[src/rtl/adsr_pkg.sv]
// Shared types and helpers for the multi-voice ADSR envelope and its gain stage.
package adsr_pkg;

  typedef enum logic [2:0] {
    IDLE    = 3'd0,
    ATTACK  = 3'd1,
    DECAY   = 3'd2,
    SUSTAIN = 3'd3,
    RELEASE = 3'd4
  } adsr_state_t;

  // Wide enough for any level/gain width this block is realistically built with.
  localparam int CALC_W = 34;

  function automatic logic [CALC_W-1:0] full_scale(input int gain_width);
    return CALC_W'(1) << gain_width;
  endfunction

  function automatic logic [CALC_W-1:0] clamp_sustain(input logic [CALC_W-1:0] sustain,
                                                      input logic [CALC_W-1:0] full);
    return (sustain > full) ? full : sustain;
  endfunction

endpackage

[src/rtl/adsr_envelope_mv_gain_mul.sv]
// Registered signed sample x unsigned gain multiply with fractional shift and tag pass-through.
module adsr_gain_mul
  import adsr_pkg::*;
#(
  parameter int DATA_WIDTH = 32,
  parameter int GAIN_WIDTH = 16,
  parameter int TAG_W      = 3
) (
  input  logic                         clk,
  input  logic                         rst,
  input  logic                         in_valid,
  input  logic [TAG_W-1:0]             in_tag,
  input  logic signed [DATA_WIDTH-1:0] sample,
  input  logic [GAIN_WIDTH:0]          gain,
  output logic                         out_valid,
  output logic [TAG_W-1:0]             out_tag,
  output logic signed [DATA_WIDTH-1:0] data_out
);

  localparam int PW = DATA_WIDTH + GAIN_WIDTH + 2;

  logic signed [PW-1:0] prod;
  logic                 unused_bits;

  // Gain gets a zero sign bit so the product stays a true signed x unsigned multiply.
  assign prod = PW'(sample) * PW'($signed({1'b0, gain}));

  // Taking the bit slice above the fraction is the arithmetic shift, rounding toward -inf.
  assign unused_bits = ^{prod[GAIN_WIDTH-1:0], prod[PW-1:GAIN_WIDTH+DATA_WIDTH]};

  always_ff @(posedge clk) begin
    if (rst) begin
      out_valid <= 1'b0;
      out_tag   <= '0;
      data_out  <= '0;
    end else begin
      out_valid <= in_valid;
      if (in_valid) begin
        out_tag  <= in_tag;
        data_out <= prod[GAIN_WIDTH +: DATA_WIDTH];
      end
    end
  end

endmodule

[src/rtl/adsr_envelope_mv.sv]
// Multi-voice linear ADSR envelope on a voice-tagged sample stream; one voice updated per strobe.
//
// state   | meaning
// IDLE    | silent, level held at 0
// ATTACK  | level rising by attack_step per sample toward full scale
// DECAY   | level falling by decay_step per sample toward sustain
// SUSTAIN | level follows the (clamped) sustain input live
// RELEASE | level falling by release_step per sample toward 0
module adsr_envelope_mv
  import adsr_pkg::*;
#(
  parameter  int DATA_WIDTH = 32,
  parameter  int GAIN_WIDTH = 16,
  parameter  int NUM_VOICES = 8,
  localparam int VOICE_W    = (NUM_VOICES > 1) ? $clog2(NUM_VOICES) : 1
) (
  input  logic                         clk,
  input  logic                         rst,
  input  logic                         in_valid,
  input  logic [VOICE_W-1:0]           in_voice,
  input  logic signed [DATA_WIDTH-1:0] data_in,
  input  logic [NUM_VOICES-1:0]        play,
  input  logic [GAIN_WIDTH:0]          attack_step,
  input  logic [GAIN_WIDTH:0]          decay_step,
  input  logic [GAIN_WIDTH:0]          sustain_level,
  input  logic [GAIN_WIDTH:0]          release_step,
  output logic                         out_valid,
  output logic [VOICE_W-1:0]           out_voice,
  output logic signed [DATA_WIDTH-1:0] data_out,
  output logic [NUM_VOICES-1:0]        active
);

  localparam int            LW   = GAIN_WIDTH + 2;
  localparam logic [LW-1:0] FULL = LW'(full_scale(GAIN_WIDTH));

  adsr_state_t         state_q [NUM_VOICES];
  logic [GAIN_WIDTH:0] level_q [NUM_VOICES];
  logic [NUM_VOICES-1:0] active_q;

  adsr_state_t cur_state, eff_state, nxt_state;
  logic [LW-1:0] cur_lvl, nxt_lvl, sus, a_step, d_step, r_step;
  logic          gate;
  logic          unused_lvl_msb;

  logic                         s1_valid;
  logic [VOICE_W-1:0]           s1_voice;
  logic signed [DATA_WIDTH-1:0] s1_data;
  logic [GAIN_WIDTH:0]          s1_level;

  always_comb begin
    cur_state = state_q[in_voice];
    cur_lvl   = {1'b0, level_q[in_voice]};
    gate      = play[in_voice];
    sus       = LW'(clamp_sustain(CALC_W'(sustain_level), CALC_W'(FULL)));
    a_step    = {1'b0, attack_step};
    d_step    = {1'b0, decay_step};
    r_step    = {1'b0, release_step};

    eff_state = cur_state;
    if (!gate && cur_state != IDLE)
      eff_state = RELEASE;
    else if (gate && (cur_state == IDLE || cur_state == RELEASE))
      eff_state = ATTACK;

    nxt_state = eff_state;
    nxt_lvl   = cur_lvl;
    unique case (eff_state)
      ATTACK: begin
        if (cur_lvl + a_step >= FULL || a_step == '0) begin
          nxt_lvl   = FULL;
          nxt_state = DECAY;
        end else begin
          nxt_lvl = cur_lvl + a_step;
        end
      end
      DECAY: begin
        if (cur_lvl <= sus + d_step || d_step == '0) begin
          nxt_lvl   = sus;
          nxt_state = SUSTAIN;
        end else begin
          nxt_lvl = cur_lvl - d_step;
        end
      end
      SUSTAIN: nxt_lvl = sus;
      RELEASE: begin
        if (cur_lvl <= r_step || r_step == '0) begin
          nxt_lvl   = '0;
          nxt_state = IDLE;
        end else begin
          nxt_lvl = cur_lvl - r_step;
        end
      end
      IDLE: nxt_lvl = '0;
      default: begin
        nxt_lvl   = '0;
        nxt_state = IDLE;
      end
    endcase
  end

  // Level never exceeds FULL, so the top bit of the wide arithmetic is always 0.
  assign unused_lvl_msb = nxt_lvl[LW-1];

  always_ff @(posedge clk) begin
    if (rst) begin
      for (int v = 0; v < NUM_VOICES; v++) begin
        state_q[v] <= IDLE;
        level_q[v] <= '0;
      end
      active_q <= '0;
    end else if (in_valid) begin
      state_q[in_voice]  <= nxt_state;
      level_q[in_voice]  <= nxt_lvl[GAIN_WIDTH:0];
      active_q[in_voice] <= (nxt_state != IDLE);
    end
  end

  always_ff @(posedge clk) begin
    if (rst) begin
      s1_valid <= 1'b0;
      s1_voice <= '0;
      s1_data  <= '0;
      s1_level <= '0;
    end else begin
      s1_valid <= in_valid;
      if (in_valid) begin
        s1_voice <= in_voice;
        s1_data  <= data_in;
        s1_level <= nxt_lvl[GAIN_WIDTH:0];
      end
    end
  end

  adsr_gain_mul #(
    .DATA_WIDTH (DATA_WIDTH),
    .GAIN_WIDTH (GAIN_WIDTH),
    .TAG_W      (VOICE_W)
  ) u_gain (
    .clk       (clk),
    .rst       (rst),
    .in_valid  (s1_valid),
    .in_tag    (s1_voice),
    .sample    (s1_data),
    .gain      (s1_level),
    .out_valid (out_valid),
    .out_tag   (out_voice),
    .data_out  (data_out)
  );

  assign active = active_q;

endmodule

[config.mk]
export PLATFORM = sky130hd
export DESIGN_NAME = adsr_envelope_mv
export DESIGN_NICKNAME = d
export VERILOG_FILES = /design/src/rtl/adsr_pkg.sv /design/src/rtl/adsr_envelope_mv_gain_mul.sv /design/src/rtl/adsr_envelope_mv.sv
export SDC_FILE = /design/constraint.sdc
export NUM_CORES = 2
export LEC_CHECK = 0
export ABC_AREA = 1
export CORE_MARGIN = 1.5
export CORE_UTILIZATION = 65
export CTS_CLUSTER_DIAMETER = 80
export DETAILED_ROUTE_END_ITERATION = 10
export GPL_ROUTABILITY_DRIVEN = 1
export PLACE_DENSITY = 0.9
export SLEW_MARGIN = 10
export SYNTH_ARGS = -nofsm -noshare
export SYNTH_HDL_FRONTEND = slang
export SYNTH_SLANG_ARGS = --single-unit
[constraint.sdc]
create_clock -name clk -period 16.5 [get_ports clk]
set_clock_uncertainty 0.2 [all_clocks]
set_input_delay 3.3 -clock clk [delete_from_list [all_inputs] [get_ports clk]]
set_output_delay 3.3 -clock clk [all_outputs]
set_load 0.05 [all_outputs]
Yosys cells after proc, flatten, opt, wreduce, memory -nomap -nowiden
Memory sizes are Yosys's and may differ from the RTL's. Cells that the tools add are included.

Register bits after elaboration: 97. Bits in writable memories: 160. Input bits: 114. Output and inout port bits: 44. Logic and storage cells: 71. Memories: 2.

$add $sub $neg: 4. $mul: 1. Magnitude comparators: 6. Eq/ne operators: 5. Multiplexer cells: 27. Reduce and logical (&&, ||, !) cells: 18.

Memory list: level_q (words 8, width 17, read ports 1, clocked after memory_dff 0, wr ports 8, line adsr_envelope_mv.sv:37) `logic [GAIN_WIDTH:0] level_q [NUM_VOICES];`; state_q (words 8, width 3, read ports 1, clocked after memory_dff 0, wr ports 8, line adsr_envelope_mv.sv:36) `adsr_state_t state_q [NUM_VOICES];`.

Operators by type and width (number): 17-bit two-way mux (5); 17-bit case mux with 4 select lines (1); 17-bit logical NOT (3); 32-bit by 18-bit multiplier with 48-bit output (1); 17-bit by 17-bit adder with 18-bit output (2); 17-bit subtractor (2); 3-bit two-way mux (8); 18-bit by 17-bit greater-or-equal comparator with 1-bit output (second input constant) (1); 17-bit by 18-bit <= comparator with 1-bit output (1); 17-bit greater-than comparator (second input constant) (1); 17-bit <= comparator (1); 17-bit OR reduction (1); 3-bit case mux with 4 select lines (1); 1-bit two-way mux (9); 8-bit bitwise mux (1); 3-bit by 2-bit equality test with 1-bit output (second input constant) (2); 3-bit equality test (second input constant) (2); 3-bit logical NOT (2); 3-bit nonzero test (2); 1-bit logical OR (4); 3-bit by 4-bit < comparator with 1-bit output (second input constant) (1); 1-bit binary-select mux with 3-bit select (1); 1-bit demux with 3-bit select (1); 3-bit by 1-bit equality test with 1-bit output (second input constant) (1); 5 further kinds (7).

Longest topological paths before layout
An unclocked memory read counts as a cell.

Depth in word-level cells: 11. Mapped depth: 34. Gate-level depth less buffers: 32.

Cells and area by module
From an unflattened synthesis, not the netlist that was laid out.

Cells, all modules: 4728. Area total of the unflattened synthesis: 35652.9 µm².

Modules (own cells, without submodules): adsr_gain_mul (times used 1, cells each 2920, area each 21257.9 µm², sequential area each 720.7 µm²); adsr_envelope_mv (times used 1, cells each 1808, area each 14395.1 µm², sequential area each 6025.8 µm²).

Worst setup path after synthesis
Ideal clock, no wire load.

Path type: input to register. Start: input sustain_level[12]. End: memory level_q[0][13] in the netlist's numbering (data pin). Setup time: 250 ps. Data arrival time: 7512 ps. Required time: 16050 ps. Slack: 8538 ps. Stages: 33. Buffers on the path: 2. Cells stage by stage: nor4_1 nand4_1 nand2_1 clkbuf_1 nand2_1 inv_1 ha_1 fa_1 nand3_1 nand2_1 nand2_1 o211ai_1 nand2_1 nand2_1 a21oi_1 o21ai_0 nand2_1 nand2_1 nand2_1 nand2_1 xor2_1 ha_1 nand3_1 nor3_1 nand2_1 o311ai_0 nor2_1 clkbuf_1 nand4_1 nand3_1 nand3_2 nand2_1 inv_1.

RTL lines: from (decl) (line adsr_envelope_mv.sv:25) `input logic [GAIN_WIDTH:0] sustain_level,`; to (decl) (line adsr_envelope_mv.sv:37).

==> key figures <==
Run status
  • Status: finished clean

Power
  • Int Power: 1630 uW
  • Final Total Pwr: 2980 uW
  • Power per cell area: approximately 80 nW/um^2
  • Switch share: 0.453
  • Clock power frac: 0.235
  • Leak: between 0.015 and 0.02 uW
  • Switching power: 1350 uW
  • Worst vdd ir: 0.000117 V
  • Register share of total power: 0.262
  • Comb pwr share: 0.503

Placement
  • Pre-CTS setup slack: 7.08 ns
  • Detail Placement HPWL: 76800 um
  • Placed Area: 36200 um^2
  • Port buffer count: 157
  • Final GP Congestion: between 1 and 1.5

Worst setup path
  • RR Startpoint: s1_data[31]$_SDFFE_PP0P_
  • FF-to-FF setup slack: around 9.4 ns
  • Cell mode on critical path: nand2_1
  • Worst Path Arrival: 9.24 ns
  • Reg2Reg Depth: 20
  • Critical Path End Type: register
  • CP max stage delay: 0.75 ns
  • Crit path max fanout: 18
  • WP data required: about 17 ns
  • Setup Crit Path Kind: input pin to register
  • Slowest cell on the critical path: clkdlybuf4s50_1
  • Crit start category: input pin
  • FF-to-FF End: u_gain.data_out[26]$_SDFFE_PP0P_

Timing
  • Part of the cycle the worst path needs: 0.552
  • Worst slew pin tran: approximately 1.3 ns
  • Post-layout min period: 9.10 ns
  • RSZ-0062 raised after global routing: no
  • Setup TNS Final: 0 ns
  • Max-slew violations: 0
  • WHS: 0.290 ns
  • Fmax: 110 MHz
  • Hold Vio Cnt, Final: 0
  • Worst setup margin: 7.40 ns
  • Final setup fails: 0
  • Worst slew margin: 0.103

Synth
  • Area of the mapped netlist: 34300 um^2
  • Yosys cell types: 50
  • Synth Instances: ~4400
  • YS warnings: 0
  • Ys async rst share: 0
  • Mux contribution to synthesized area: 0
  • Number of synthesized flops with an enable pin: 160
  • XOR/XNOR share of the synthesized area: 0.0204
  • Ys flop type: edfxtp_1
  • Synth Area in Adders: 0.369
  • Average size of a mapped cell: 7.80 um^2
  • Compound-gate portion of the synthesized area: 0.0759
  • Simple-gate area share of the yosys netlist: 0.198
  • Syn Nets: ~5200
  • Register bit count reported by yosys: 257
  • Sequential share of the synthesized area: 0.197
  • Main combinational cell family by area after synthesis: adder cells

Routing
  • Vias per cell: just under 6
  • Wire length per cell: 20.0 um
  • Final ANT Viol Nets: 0
  • DR vias: 30500
  • First drt pass iteration count: 8
  • DRC: 0
  • Routed WL: 103000 um
  • Initial drt markers: 3853

GRT
  • Total gr overflow: 0
  • Antenna violations before repair: 1
  • Global-route wire length before repair: 163000 um
  • Total Routing Usage GR: 0.392
  • Largest net degree at the start of global routing: 71
  • Vias in the first global route: 31200

Cells and area
  • Layout area overhead: 8.61%
  • Fillers: around 3800
  • NumNets Final: between 5000 and 6000
  • Reg area: about 6700 um^2
  • Final instance area: 37200 um^2
  • Multi-input logic area: 22800 um^2
  • Share of cells above drive strength 1: 0.0360

Clocking
  • Hold-fix buffers, CTS: 0
  • Setup bufs post-CTS: 0
  • Post-cts resize count: 0
  • TritonCTS clock tree: done
  • H-tree depth: 1
  • Clk sink count: roughly 260
  • Num CTS Buffers: 29
  • Clk pin slew, worst setup/hold paths: 0.06 ns
  • Root Buffer: clkbuf_16
  • Clk_lat worst skew: 0.61 ns
  • Clock buffer depth: 3

Min path
  • Hold Crit Class: register to register
  • Hold depth: 2
  • Hold path start: active[1]$_SDFFE_PP0P_
  • WHS Endpoint: active[1]$_SDFFE_PP0P_

Floorplan
  • DIE AREA: roughly 54000 um^2
  • Rows: 83
  • I/O pins: 158
  • Core area: 51700 um^2
  • Die height: 233 um
  • Die Wd: 233 um
  • Initial Utilization: 0.663

Job
  • Max-Cap Viols: 0
## flip-flops by register name, indices dropped and copies added, names as in the netlist, 3 cells and up
signal and cells:
u_gain.out_tag 3, s1_level 17, active 8, s1_data 32
s1_voice 3, u_gain.data_out 32, state_q 24, level_q 136
## layout by cell type (no fill, tap or decap), types with 16 or more instances in the layout
cell | Yosys | final
a21oi_1 | 163 | 163
a22o_1 | 17 | 17
a22oi_1 | 19 | 19
buf_4 | 2 | 30
clkbuf_16 | 0 | 30
clkdlybuf4s50_1 | 0 | 156
dfxtp_1 | 97 | 95
edfxtp_1 | 160 | 160
fa_1 | 511 | 511
ha_1 | 194 | 194
inv_1 | 1061 | 1060
inv_2 | 15 | 16
nand2_1 | 1052 | 1052
nand3_1 | 113 | 113
nand3_2 | 19 | 19
nand4_1 | 65 | 65
nor2_1 | 333 | 325
nor3_1 | 20 | 20
nor4_1 | 18 | 18
o21ai_0 | 141 | 141
xnor2_1 | 43 | 43
xor2_1 | 37 | 37
## synth_stat cells (8+ instances only)
cell type  count  area share
o21ai_0      141       0.021
nand2_1     1052        0.12
nor3_1        20      0.0029
o211ai_1      12      0.0026
xnor2_1       43       0.011
nor4_1        18      0.0033
o21bai_1       8      0.0018
ha_1         194       0.071
nand4_1       65       0.012
or2_2          8      0.0015
a22oi_2        9      0.0033
a21oi_1      163       0.024
nand3_2       19      0.0055
inv_2         15      0.0016
a221oi_1      15      0.0038
a22o_1        17      0.0043
fa_1         511        0.30
clkbuf_1     172       0.019
inv_1       1061        0.12
edfxtp_1     160        0.14
dfxtp_1       97       0.057
a22oi_1       19      0.0042
xor2_1        37      0.0095
a21o_1        12      0.0026
nor2_1       333       0.036
a31oi_1        9      0.0016
o21a_1        11      0.0024
nand3_1      113       0.016
## worst max path at each step
stage | start | to | slack, ns | depth (start not counted)
2_1_floorplan | sustain_level[12] | level_q[0][13]$_SDFFCE_PN0P_ | 8.54 | 33
3_3_place_gp | sustain_level[0] | state_q[7][0]$_SDFFCE_PN0P_ | 7.15 | 33
6_report | in_voice[0] | state_q[4][0]$_SDFFCE_PN0P_ | 7.40 | 25
3_5_place_dp | in_voice[0] | state_q[4][0]$_SDFFCE_PN0P_ | 7.08 | 25
4_1_cts | in_voice[0] | state_q[4][0]$_SDFFCE_PN0P_ | 7.71 | 25
5_1_grt | sustain_level[0] | state_q[1][0]$_SDFFCE_PN0P_ | 7.08 | 30
## cell families (layout without fill, tap and decap cells)
family / Yosys count / in the layout
compound gates: 438 / 438
flops: 257 / 257
xor+xnor: 80 / 80
buf+inv: 1265 / 1320
other cells: 0 / 1
fa+ha+maj: 705 / 705
simple gates: 1648 / 1648
## layer usage
| layer | global-route usage | vias to the layer above | share of wire |
|---|---|---|---|
| met1 | 0.526 | 14600 | 0.36 |
| met4 | 0.150 | 0 | 0.042 |
| li1 | - | 13300 | - |
| met3 | 0.117 | 362 | 0.15 |
| met2 | 0.600 | 2238 | 0.44 |
| met5 | 0 | - | 0 |
## through the flow
stage | utilization | instances
after floorplan | - | 4393
after global placement | 0.700 | 5074
after detailed placement | 0.700 | 5074
after CTS | 0.720 | 5128
after global routing | 0.720 | 5129
final | 0.720 | 5129
## worst max-delay path: cells and delay by family
family | cells | cell delay [ns]
AND/OR/NAND/NOR | 17 | 2.69
buffers and inverters | 4 | 1.65
AO/OA/AOI/OAI | 3 | 1.02
adder cells (fa/ha/maj) | 1 | 0.55
## power groups by stage
stage               Sequential (uW)  Combinational, uW  Clock, uW
CTS                             776               1450        693
global placement                787               1400          0
finish                          779               1500        699
global route                    782               1630        717
detailed placement              788               1430          0
floorplan                       786                961          0
## area by class of cell
type	count	area share
diodes	1	0.0000672
repair buffers	187	0.0481
clock buffers	40	0.0224
well taps	680	0.0229
inverters	1079	0.109
multi-input cells	2871	0.612
flip-flops and latches	257	0.181
clock inverters	14	0.00491
Power figures use the tool's default switching activity.
